<file path="src/rtl/step_position_tracker_pkg.sv">
// Shared plus-maze definitions: tracker state encoding, default geometry
// and position-to-quadrant helpers also used by the stepper controller.
package step_position_tracker_pkg;

  typedef enum logic [1:0] {
    S_IDLE   = 2'd0,
    S_MOVING = 2'd1,
    S_DONE   = 2'd2
  } state_t;

  localparam logic [11:0] DEF_NUM_STEPS     = 12'd400;
  localparam logic [10:0] DEF_STEPS_PER_REV = 11'd1600;

  // Compare against multiples of n instead of dividing; valid while pos < 4*n.
  function automatic logic [1:0] quadrant_of(input logic [10:0] pos, input logic [11:0] n);
    logic [13:0] p;
    logic [13:0] n1;
    p  = {3'b000, pos};
    n1 = {2'b00, n};
    if (p >= n1 * 14'd3)      return 2'd3;
    else if (p >= n1 + n1)    return 2'd2;
    else if (p >= n1)         return 2'd1;
    else                      return 2'd0;
  endfunction

  function automatic logic on_boundary(input logic [10:0] pos, input logic [11:0] n);
    logic [13:0] p;
    logic [13:0] n1;
    p  = {3'b000, pos};
    n1 = {2'b00, n};
    return (p == 14'd0) || (p == n1) || (p == n1 + n1) || (p == n1 * 14'd3);
  endfunction

endpackage

</file>
<file path="src/rtl/step_position_tracker_sync_edge.sv">
// Two-flop synchronizer for an asynchronous level plus a third flop for
// rising-edge detection of the synchronized level.
module sync_edge_detect (
  input  logic clk,
  input  logic reset,
  input  logic din,
  output logic level,
  output logic rise
);

  logic meta_p0;
  logic sync_p1;
  logic prev_p2;

  always_ff @(posedge clk) begin
    if (reset) begin
      meta_p0 <= 1'b0;
      sync_p1 <= 1'b0;
      prev_p2 <= 1'b0;
    end else begin
      meta_p0 <= din;
      sync_p1 <= meta_p0;
      prev_p2 <= sync_p1;
    end
  end

  assign level = sync_p1;
  assign rise  = sync_p1 & ~prev_p2;

endmodule

</file>
<file path="src/rtl/step_position_tracker.sv">
// Tracks stepper shaft position from an asynchronous step/dir pair, groups
// steps into moves separated by idle gaps and flags rate/direction faults.
module step_position_tracker
  import step_position_tracker_pkg::*;
#(
  parameter logic [11:0] NUM_STEPS     = DEF_NUM_STEPS,
  parameter logic [10:0] STEPS_PER_REV = DEF_STEPS_PER_REV,
  parameter logic [15:0] MIN_PERIOD    = 16'd1000,
  parameter logic [15:0] IDLE_TIMEOUT  = 16'd10000
) (
  input  logic        clk,
  input  logic        reset,
  input  logic        motor_step,
  input  logic        motor_dir,
  input  logic        clear,
  output logic [10:0] position,
  output logic [1:0]  quadrant,
  output logic        aligned,
  output logic        moving,
  output logic        move_done,
  output logic [11:0] last_move_steps,
  output logic        last_move_dir,
  output logic        rate_fault,
  output logic        dir_fault
);

  logic        step_edge;
  logic        dir_sync;
  logic [10:0] pos_step;
  logic [11:0] move_cnt;
  logic        move_dir;
  logic [15:0] gap_cnt;
  state_t      state;
  state_t      state_next;

  sync_edge_detect u_step_sync (
    .clk   (clk),
    .reset (reset),
    .din   (motor_step),
    .level (),
    .rise  (step_edge)
  );

  sync_edge_detect u_dir_sync (
    .clk   (clk),
    .reset (reset),
    .din   (motor_dir),
    .level (dir_sync),
    .rise  ()
  );

  always_comb begin
    if (dir_sync)
      pos_step = (position == STEPS_PER_REV - 11'd1) ? 11'd0 : position + 11'd1;
    else
      pos_step = (position == 11'd0) ? STEPS_PER_REV - 11'd1 : position - 11'd1;
  end

  always_comb begin
    state_next = state;
    moving     = 1'b0;
    move_done  = 1'b0;
    case (state)
      S_IDLE: begin
        if (step_edge) state_next = S_MOVING;
      end
      S_MOVING: begin
        moving = 1'b1;
        if (!step_edge && gap_cnt == IDLE_TIMEOUT - 16'd1) state_next = S_DONE;
      end
      S_DONE: begin
        move_done  = 1'b1;
        state_next = step_edge ? S_MOVING : S_IDLE;
      end
      default: state_next = S_IDLE;
    endcase
    if (clear) state_next = S_IDLE;
  end

  always_ff @(posedge clk) begin
    if (reset) begin
      state           <= S_IDLE;
      position        <= 11'd0;
      quadrant        <= 2'd0;
      aligned         <= 1'b1;
      move_cnt        <= 12'd0;
      move_dir        <= 1'b0;
      gap_cnt         <= 16'd0;
      last_move_steps <= 12'd0;
      last_move_dir   <= 1'b0;
      rate_fault      <= 1'b0;
      dir_fault       <= 1'b0;
    end else begin
      state <= state_next;
      if (clear) begin
        // A coincident step edge is deliberately dropped here.
        position   <= 11'd0;
        quadrant   <= 2'd0;
        aligned    <= 1'b1;
        move_cnt   <= 12'd0;
        gap_cnt    <= 16'd0;
        rate_fault <= 1'b0;
        dir_fault  <= 1'b0;
      end else begin
        if (step_edge) begin
          position <= pos_step;
          quadrant <= quadrant_of(pos_step, NUM_STEPS);
          aligned  <= on_boundary(pos_step, NUM_STEPS);
        end
        case (state)
          S_MOVING: begin
            if (step_edge) begin
              if (move_cnt != 12'hFFF) move_cnt <= move_cnt + 12'd1;
              gap_cnt <= 16'd0;
              if (gap_cnt < MIN_PERIOD - 16'd1) rate_fault <= 1'b1;
              if (dir_sync != move_dir) dir_fault <= 1'b1;
            end else if (gap_cnt != 16'hFFFF) begin
              gap_cnt <= gap_cnt + 16'd1;
            end
          end
          S_DONE: begin
            last_move_steps <= move_cnt;
            last_move_dir   <= move_dir;
            if (step_edge) begin
              move_cnt <= 12'd1;
              move_dir <= dir_sync;
              gap_cnt  <= 16'd0;
            end
          end
          default: begin
            if (step_edge) begin
              move_cnt <= 12'd1;
              move_dir <= dir_sync;
              gap_cnt  <= 16'd0;
            end
          end
        endcase
      end
    end
  end

endmodule

</file>
<file path="config.mk">
export PLATFORM = sky130hd
export DESIGN_NAME = step_position_tracker
export DESIGN_NICKNAME = d
export VERILOG_FILES = /design/src/rtl/step_position_tracker_pkg.sv /design/src/rtl/step_position_tracker_sync_edge.sv /design/src/rtl/step_position_tracker.sv
export SDC_FILE = /design/constraint.sdc
export NUM_CORES = 1
export LEC_CHECK = 0
export ABC_AREA = 1
export ABC_CLOCK_PERIOD_IN_PS = 3400
export CAP_MARGIN = 15
export CORE_MARGIN = 2
export CORE_UTILIZATION = 55
export CTS_CLUSTER_DIAMETER = 30
export DETAILED_ROUTE_END_ITERATION = 8
export DONT_BUFFER_PORTS = 1
export PLACE_DENSITY = 0.72
export SLEW_MARGIN = 5
export SYNTH_ARGS = -nofsm -noshare
export SYNTH_HDL_FRONTEND = slang
export SYNTH_HIERARCHICAL = 1
export SYNTH_SLANG_ARGS = --single-unit
</file>
<file path="constraint.sdc">
create_clock -name clk -period 3.4 [get_ports clk]
set_clock_uncertainty 0.2 [all_clocks]
set_input_delay 0.68 -clock clk [delete_from_list [all_inputs] [get_ports clk]]
set_output_delay 0.68 -clock clk [all_outputs]
set_load 0.03 [all_outputs]
</file>
==> tab_implementation.tex, run 1 <==
\begin{tabular}{lr}
\hline
Metric & Value \\
\hline
\multicolumn{2}{l}{\textbf{Outcome}} \\
\quad Result of the run & finished, final reports clean \\
\multicolumn{2}{l}{\textbf{CTS}} \\
\quad Clock root buffer master & clkbuf\_8 \\
\quad Number of instances resized during post-cts repair & 0 \\
\quad Hold\_buf cts & 0 \\
\quad Count of clock tree sinks & 65 \\
\quad Total CTS buffers & 9 \\
\quad Clock tree from TritonCTS & done \\
\quad H-Tree Level Count & 3 \\
\quad Clock network latency to the later pin of the worst-skew pair & between 300 and 400 ps \\
\quad Clk pin slew, worst setup/hold paths & around 70 ps \\
\quad Setup repair bufs after CTS & 0 \\
\quad Bufs on Longest Clock Path & 2 \\
\multicolumn{2}{l}{\textbf{Placement}} \\
\quad Worst slack after detailed placement & approximately 660 ps \\
\quad Post-place instance area & 3730 um2 \\
\quad Half-perimeter wire length after detailed placement & between 7000 and 8000 um \\
\quad Final RePlAce weighted congestion & 0.953 \\
\quad Quantity of I/O buffers inserted on ports & 0 \\
\multicolumn{2}{l}{\textbf{Power}} \\
\quad Comb pwr share & about a tenth \\
\quad Sequential group share of total power & 49.9\% \\
\quad Switching share of total power & a little over a quarter \\
\quad Pwr dens & between 400 and 500 nW/um2 \\
\quad Largest voltage drop on the vdd net & around 390 uV \\
\quad Internal portion of total power & roughly 1.2 mW \\
\quad Leak & 1.53 nW \\
\quad Switching component of the power & approximately 430 uW \\
\quad Design Power & about 1.6 mW \\
\quad Clock Power Share & between 30\% and 40\% \\
\multicolumn{2}{l}{\textbf{STA}} \\
\quad Fmax & about 0.36 GHz \\
\quad Number of endpoints with negative hold slack in the final report & 0 \\
\quad Unrepaired setup endpoints after global routing & no \\
\quad Setup-failing EPs final & 0 \\
\quad Final Slew Violations & 0 \\
\quad Post-layout worst setup margin & 621 ps \\
\quad Post-route fraction of the period consumed by the critical path & 81.7\% \\
\quad Min cycle time layout & 2780 ps \\
\quad Relative max-transition margin & 50.2\% \\
\quad Worst slew pin tran & $\sim$750 ps \\
\quad Total Negative Setup Slacks & 0 ps \\
\multicolumn{2}{l}{\textbf{Floorplan}} \\
\quad Count of pins on the block boundary & 36 \\
\quad Vertical die dimension & roughly 86 um \\
\quad Total Die Area & 7330 um2 \\
\quad Die width & 85.6 um \\
\quad Area of the placeable core & $\sim$6400 um2 \\
\quad Initial standard-cell utilization of the core & between 50 and 60\% \\
\quad \# rows & 29 \\
\multicolumn{2}{l}{\textbf{Route}} \\
\quad Post-route DRC & 0 \\
\quad DR iter-0 viols & approximately 360 \\
\quad Average wire per standard cell & around 15 um \\
\quad Number of routed nets with antenna violations & 0 \\
\quad Total wire length after detailed routing & roughly 9700 um \\
\quad Number of optimization iterations in the first detailed-route pass & 7 \\
\quad Via count normalized by instance count & between 5 and 6 \\
\quad Via total after detailed routing & roughly 3,700 \\
\multicolumn{2}{l}{\textbf{Synthesis}} \\
\quad Avg Inst Size Synth & between 6 and 7 um2 \\
\quad Area of the mapped netlist & between 3000 and 4000 um2 \\
\quad Number of synthesis warnings & 6 \\
\quad Synthesized instance count & roughly 570 \\
\quad Post-synthesis net count & around 580 \\
\multicolumn{2}{l}{\textbf{Critical path}} \\
\quad WS Path Type & reg2reg \\
\quad CP endpoint kind & register \\
\quad Critical Path AT & 2810 ps \\
\quad Data required time at the worst endpoint & around 3400 ps \\
\quad Start point of the critical path & position[0] \\
\quad Reg2reg start & position[0] \\
\quad Max Fanout on Critical Path & 8 \\
\quad Critical Path Source Type & register \\
\multicolumn{2}{l}{\textbf{Final layout}} \\
\quad Final design area excluding fillers & between 3000 and 4000 um2 \\
\quad Diodes inserted & 0 \\
\quad Share of post-route cells with drive strength above 1 & $\sim$8.4\% \\
\quad Final net count & around 580 \\
\quad Area growth, synth to finish & 6.86\% \\
\quad Number of fill cells in the layout & $\sim$610 \\
\multicolumn{2}{l}{\textbf{GRT}} \\
\quad Pin count of the biggest net entering global routing & 21 \\
\quad Number of global-route vias before repair & between 3,000 and 4,000 \\
\quad Global-route wire length before repair & around 16,000 um \\
\quad Initial antenna violation count & 0 \\
\quad Leftover overflow at the end of global routing & 0 \\
\quad Total global-route track usage & between 20\% and 30\% \\
\multicolumn{2}{l}{\textbf{Min path}} \\
\quad Beginning of the worst hold path & reset \\
\quad Worst Hold Class & in2reg \\
\multicolumn{2}{l}{\textbf{Flow run}} \\
\quad Number of max-cap violations & 0 \\
\hline
\end{tabular}
[power groups by stage]
stage | Sequential (mW) | Clock, mW | Combinational, mW
global placement | 0.803 | 0 | 0.156
floorplan | 0.798 | 0 | 0.125
detailed placement | 0.803 | 0 | 0.155
CTS | 0.786 | 0.644 | 0.156
finish | 0.786 | 0.630 | 0.161
global route | 0.787 | 0.679 | 0.181
[cell type report]
cell class                      count  area [um2]  share of cell area (%)
Clock inverter                      5        56.3                    1.44
Multi-Input combinational cell    420        2040                    52.2
Timing Repair Buffer                4        30.0                   0.767
Inverter                           68         255                    6.52
Sequential cell                    65        1300                    33.2
Tap cell                           77        96.3                    2.46
Clock buffer                       11         131                    3.36
[worst max-delay path: stages, from the launching register on]
cell,delay (ps)
dfxtp_1,640
ha_1,360
nand3_1,130
inv_1,220
nand3_2,160
nand2_2,140
nor2_1,50
nand2_1,90
nand2_1,120
inv_1,140
nand2_1,70
a21oi_1,140
nor2_1,60
nor2_1,110
nor2_1,40
[per-stage QoR]
| step | hold slack (ps) | utilization (%) | std cells |
|---|---|---|---|
| floorplan | 188 | - | 566 |
| global placement | 205 | 58.4 | 634 |
| detailed placement | 209 | 58.4 | 634 |
| CTS | 190 | 61.3 | 650 |
| global route | 184 | 61.3 | 650 |
| finish | 207 | 61.3 | 650 |
[per-layer routing]
metal | global-route usage, % | share of wire [%]
met5 | 0 | 0
met4 | 9.96 | 2.3
met3 | 6.26 | 8.2
met2 | 42.6 | 45
met1 | 36.8 | 45
[sequential cells by signal, summed over array words and instances, names as in the netlist, 2 cells and up]
| signal | flops |
|---|---|
| position | 11 |
| gap_cnt | 16 |
| move_cnt | 12 |
| last_move_steps | 12 |
| state | 2 |
| quadrant | 2 |
[cell usage in the layout (no fill, tap or decap), drive strengths merged]
master    count
a21oi        32
o311a         2
o211ai        1
inv          67
dfxtp        65
bufinv        1
xnor2         2
o21ai        29
nor4          5
clkinv        4
buf           4
clkinvlp      1
o22ai         8
clkbuf       11
nor2         95
a31oi         2
nand3b        1
nand2       143
a2bb2oi       1
nand4        11
nand3        59
and3          1
a31o          1
ha            5
xor2          6
o21a          1
nor3         12
a22oi         3
[path summary, 6_finish.rpt]
| check | end | slack [ps] | cells past startpoint |
|---|---|---|---|
| setup / recovery | quadrant[0] | 620 | 14 |
| hold / removal | u_step_sync/prev_p2 | 210 | 1 |
| setup reg to reg | quadrant[0] | 620 | 14 |
| hold reg to reg | u_dir_sync/level | 220 | 2 |
Note: power is estimated with default switching activity, not from simulation.
==> run 2, diff against run 1 <==
Settings changed: ABC_AREA 1 to 0, ABC_CLOCK_PERIOD_IN_PS 3400 to 2300, PLACE_DENSITY 0.72 to 0.75.
Clock period 3.4 ns to 2.3 ns, I/O delays scaled along.
==> tab_implementation.tex, run 2 <==
\begin{tabular}{lr}
\hline
Metric & Value \\
\hline
\multicolumn{2}{l}{\textbf{Outcome}} \\
\quad Result of the run & finished, violations left \\
\quad Failing checks & negative setup slack \\
\multicolumn{2}{l}{\textbf{Critical path}} \\
\quad WS Path Type & reg2reg \\
\quad CP endpoint kind & register \\
\quad Start point of the critical path & position[3] \\
\quad Reg2reg start & position[3] \\
\quad Critical Path AT & 2550 ps (-260 ps) \\
\quad Data required time at the worst endpoint & 2380 ps (-1050 ps) \\
\quad Max Fanout on Critical Path & 5 (-3) \\
\quad Reg2Reg Setup Slack & -170 ps (-790 ps) \\
\quad Critical Path Source Type & register \\
\quad Depth of the most critical reg-to-reg path & 9 (-5) \\
\quad Destination of the worst register-to-register timing path & aligned \\
\multicolumn{2}{l}{\textbf{CTS}} \\
\quad Count of clock tree sinks & 65 (unchanged) \\
\quad Clock network latency to the later pin of the worst-skew pair & 350 ps (about the same) \\
\quad H-Tree Level Count & 3 (unchanged) \\
\quad Clock tree from TritonCTS & done \\
\quad Clock root buffer master & clkbuf\_8 \\
\quad Total CTS buffers & 9 (unchanged) \\
\quad Clk pin slew, worst setup/hold paths & 80 ps (about the same) \\
\quad Bufs on Longest Clock Path & 2 (unchanged) \\
\multicolumn{2}{l}{\textbf{Floorplan}} \\
\quad Die width & 82.6 um (-3.6\%) \\
\quad Initial standard-cell utilization of the core & 57.0\% (-0.37 points) \\
\quad Vertical die dimension & 82.6 um (-3.6\%) \\
\quad \# rows & 28 (-3.4\%) \\
\quad Area of the placeable core & 5960 um2 (-6.7\%) \\
\quad Count of pins on the block boundary & 36 (unchanged) \\
\quad Total Die Area & 6820 um2 (-7.0\%) \\
\multicolumn{2}{l}{\textbf{Min path}} \\
\quad Depth of the worst hold-timing path & 1 (unchanged) \\
\quad Min-Delay Endpoint & u\_dir\_sync/meta\_p0 \\
\quad Beginning of the worst hold path & motor\_dir \\
\quad Worst Hold Class & in2reg \\
\multicolumn{2}{l}{\textbf{Route}} \\
\quad Average wire per standard cell & 16.6 um (+12\%) \\
\quad Metal1 wirelength & 4080 um (-6.0\%) \\
\quad Total wire length after detailed routing & 9380 um (-3.0\%) \\
\quad Number of routed nets with antenna violations & 0 (unchanged) \\
\quad Uppermost metal layer occupied by signal nets & met4 \\
\quad Via total after detailed routing & 3,364 (-9.7\%) \\
\quad Via count normalized by instance count & 5.95 (+3.9\%) \\
\quad Detailed-routed wire length on met2 & 4460 um (+3.5\%) \\
\quad DR iter-0 viols & 184 (-48\%) \\
\quad Number of optimization iterations in the first detailed-route pass & 5 (-2) \\
\quad Met3 routed wirelength & 599 um (-24\%) \\
\quad Post-route DRC & 0 (unchanged) \\
\multicolumn{2}{l}{\textbf{Power}} \\
\quad Switching share of total power & 26.2\% (-0.72 points) \\
\quad Sequential group share of total power & 46.1\% (-3.8 points) \\
\quad Largest voltage drop on the vdd net & 429 uV (+11\%) \\
\quad Switching component of the power & 651 uW (+53\%) \\
\quad Pwr dens & 557 nW/um2 (+38\%) \\
\quad Comb pwr share & 14.5\% (+4.3 points) \\
\quad Clock Power Share & 39.3\% (-0.6 points) \\
\quad Internal portion of total power & 1.83 mW (+59\%) \\
\quad Leak & 1.63 nW (+7.0\%) \\
\multicolumn{2}{l}{\textbf{Synthesis}} \\
\quad Avg Inst Size Synth & 8.12 um2 (+25\%) \\
\quad Synthesized instance count & 418 (-26\%) \\
\quad Area of the mapped netlist & 3390 um2 (-7.3\%) \\
\quad Number of synthesis warnings & 6 (unchanged) \\
\quad Post-synthesis net count & 428 (-26\%) \\
\multicolumn{2}{l}{\textbf{Placement}} \\
\quad Final RePlAce weighted congestion & 0.947 (-0.65\%) \\
\quad Half-perimeter wire length after detailed placement & 6510 um (-9.1\%) \\
\quad Quantity of I/O buffers inserted on ports & 0 (unchanged) \\
\quad Placed instance count & 534 (-16\%) \\
\quad Worst slack after detailed placement & -158 ps (-816 ps) \\
\multicolumn{2}{l}{\textbf{STA}} \\
\quad Number of endpoints with negative hold slack in the final report & 0 (unchanged) \\
\quad Final Slew Violations & 0 (unchanged) \\
\quad Worst slew pin tran & 725 ps (-21.7 ps) \\
\quad Unrepaired setup endpoints after global routing & yes \\
\quad Min cycle time layout & 2470 ps (-309 ps) \\
\quad Post-route fraction of the period consumed by the critical path & 107\% (+26 points) \\
\quad Setup-failing EPs final & 3 (+3) \\
\quad Post-layout worst setup margin & -170 ps (-791 ps) \\
\quad Fmax & 0.405 GHz (+13\%) \\
\quad Relative max-transition margin & 51.5\% (+1.4 points) \\
\multicolumn{2}{l}{\textbf{Final layout}} \\
\quad Most common library cell in the layout ignoring fill and taps & buf\_4 \\
\quad Highest-count cells in the layout ignoring fill and taps & buf\_4, dfxtp\_1, nor2\_1 \\
\quad Max FFs per register & 16 (unchanged) \\
\quad Area growth, synth to finish & 31.3\% \\
\quad Final net count & 495 (-14\%) \\
\quad Register ranked first by flip-flop count & gap\_cnt \\
\quad Finished Layout Cells & 565 (-13\%) \\
\quad Sequential cell area & 1340 um2 (+2.6\%) \\
\quad Largest registers in the final layout & gap\_cnt (16), last\_move\_steps (12), move\_cnt (12) \\
\quad Number of fill cells in the layout & 422 (-30\%) \\
\quad Share of post-route cells with drive strength above 1 & 31.4\% (+23 points) \\
\quad Multi-input combinational cell area & 2180 um2 (+6.8\%) \\
\quad Diodes inserted & 0 (unchanged) \\
\multicolumn{2}{l}{\textbf{GRT}} \\
\quad Total global-route track usage & 28.0\% (+0.72 points) \\
\quad Initial antenna violation count & 0 (unchanged) \\
\quad Global-route wire length before repair & 14,500 um (-10\%) \\
\quad Leftover overflow at the end of global routing & 0 (unchanged) \\
\quad Number of global-route vias before repair & 3,029 (-12\%) \\
\quad Pin count of the biggest net entering global routing & 20 (-4.8\%) \\
\multicolumn{2}{l}{\textbf{Flow run}} \\
\quad Number of max-cap violations & 0 (unchanged) \\
\hline
\end{tabular}
-- run 2: power by group through the flow --
| stage | clock, mW | combinational [mW] | sequential [mW] |
|---|---|---|---|
| final | 0.976 | 0.361 | 1.14 |
| after global routing | 1.02 | 0.385 | 1.14 |
| after CTS | 0.983 | 0.313 | 1.14 |
| after detailed placement | 0 | 0.271 | 1.17 |
| after global placement | 0 | 0.270 | 1.17 |
| after floorplan | 0 | 0.166 | 1.18 |
-- run 2: cell type report --
cell class / count / share of cell area, %
inverters: 6 / 0.646
well taps: 75 / 2.11
repair buffers: 80 / 13.9
clock inverters: 5 / 1.26
multi-input cells: 323 / 49.0
flip-flops and latches: 65 / 30.0
clock buffers: 11 / 3.17
-- run 2: critical path, cell delays in order, from the launching register on --
cell	delay, ps
dfxtp_4	370
or3_4	390
or3_4	400
nor3b_4	170
a21oi_4	210
buf_6	140
nand4b_1	110
a211oi_2	210
nor3_1	60
a21oi_1	140
-- run 2: how the worst max path moves through the flow --
| stage | to | slack, ps | depth (start not counted) |
|---|---|---|---|
| 3_3_place_gp | aligned | -130 | 9 |
| 6_report | aligned | -170 | 9 |
| 2_1_floorplan | aligned | -160 | 9 |
| 3_5_place_dp | aligned | -160 | 10 |
| 5_1_grt | aligned | -270 | 11 |
| 4_1_cts | quadrant[0] | -80 | 8 |
-- run 2: what timing repair did --
item	in CTS	in global routing
buffers inserted	8	6
endpoints found under the setup margin	3	8
pin swaps	11	16
endpoints found under the hold margin	19	0
resized for setup	15	33
hold buffers	1	0
-- run 2: metal layers --
| layer | vias to the layer above | global-route usage [%] |
|---|---|---|
| met3 | 23 | 4.24 |
| met4 | 0 | 12.3 |
| met2 | 132 | 45.0 |
| met5 | - | 0 |
| met1 | 1574 | 37.1 |
| li1 | 1635 | - |
-- run 2: metrics by stage --
step / utilization (%) / hold slack [ps] / total power, mW / cell area, um2 / TNS (ps)
2_1_floorplan: - / 214 / 1.34 / 3480 / -289
3_3_place_gp: 66.1 / 224 / 1.44 / 3930 / -210
3_5_place_dp: 66.1 / 241 / 1.44 / 3930 / -318
4_1_cts: 71.7 / 33.6 / 2.44 / 4270 / -151
5_1_grt: 74.8 / 48.6 / 2.55 / 4460 / -724
6_report: 74.8 / 43.6 / 2.48 / 4460 / -396
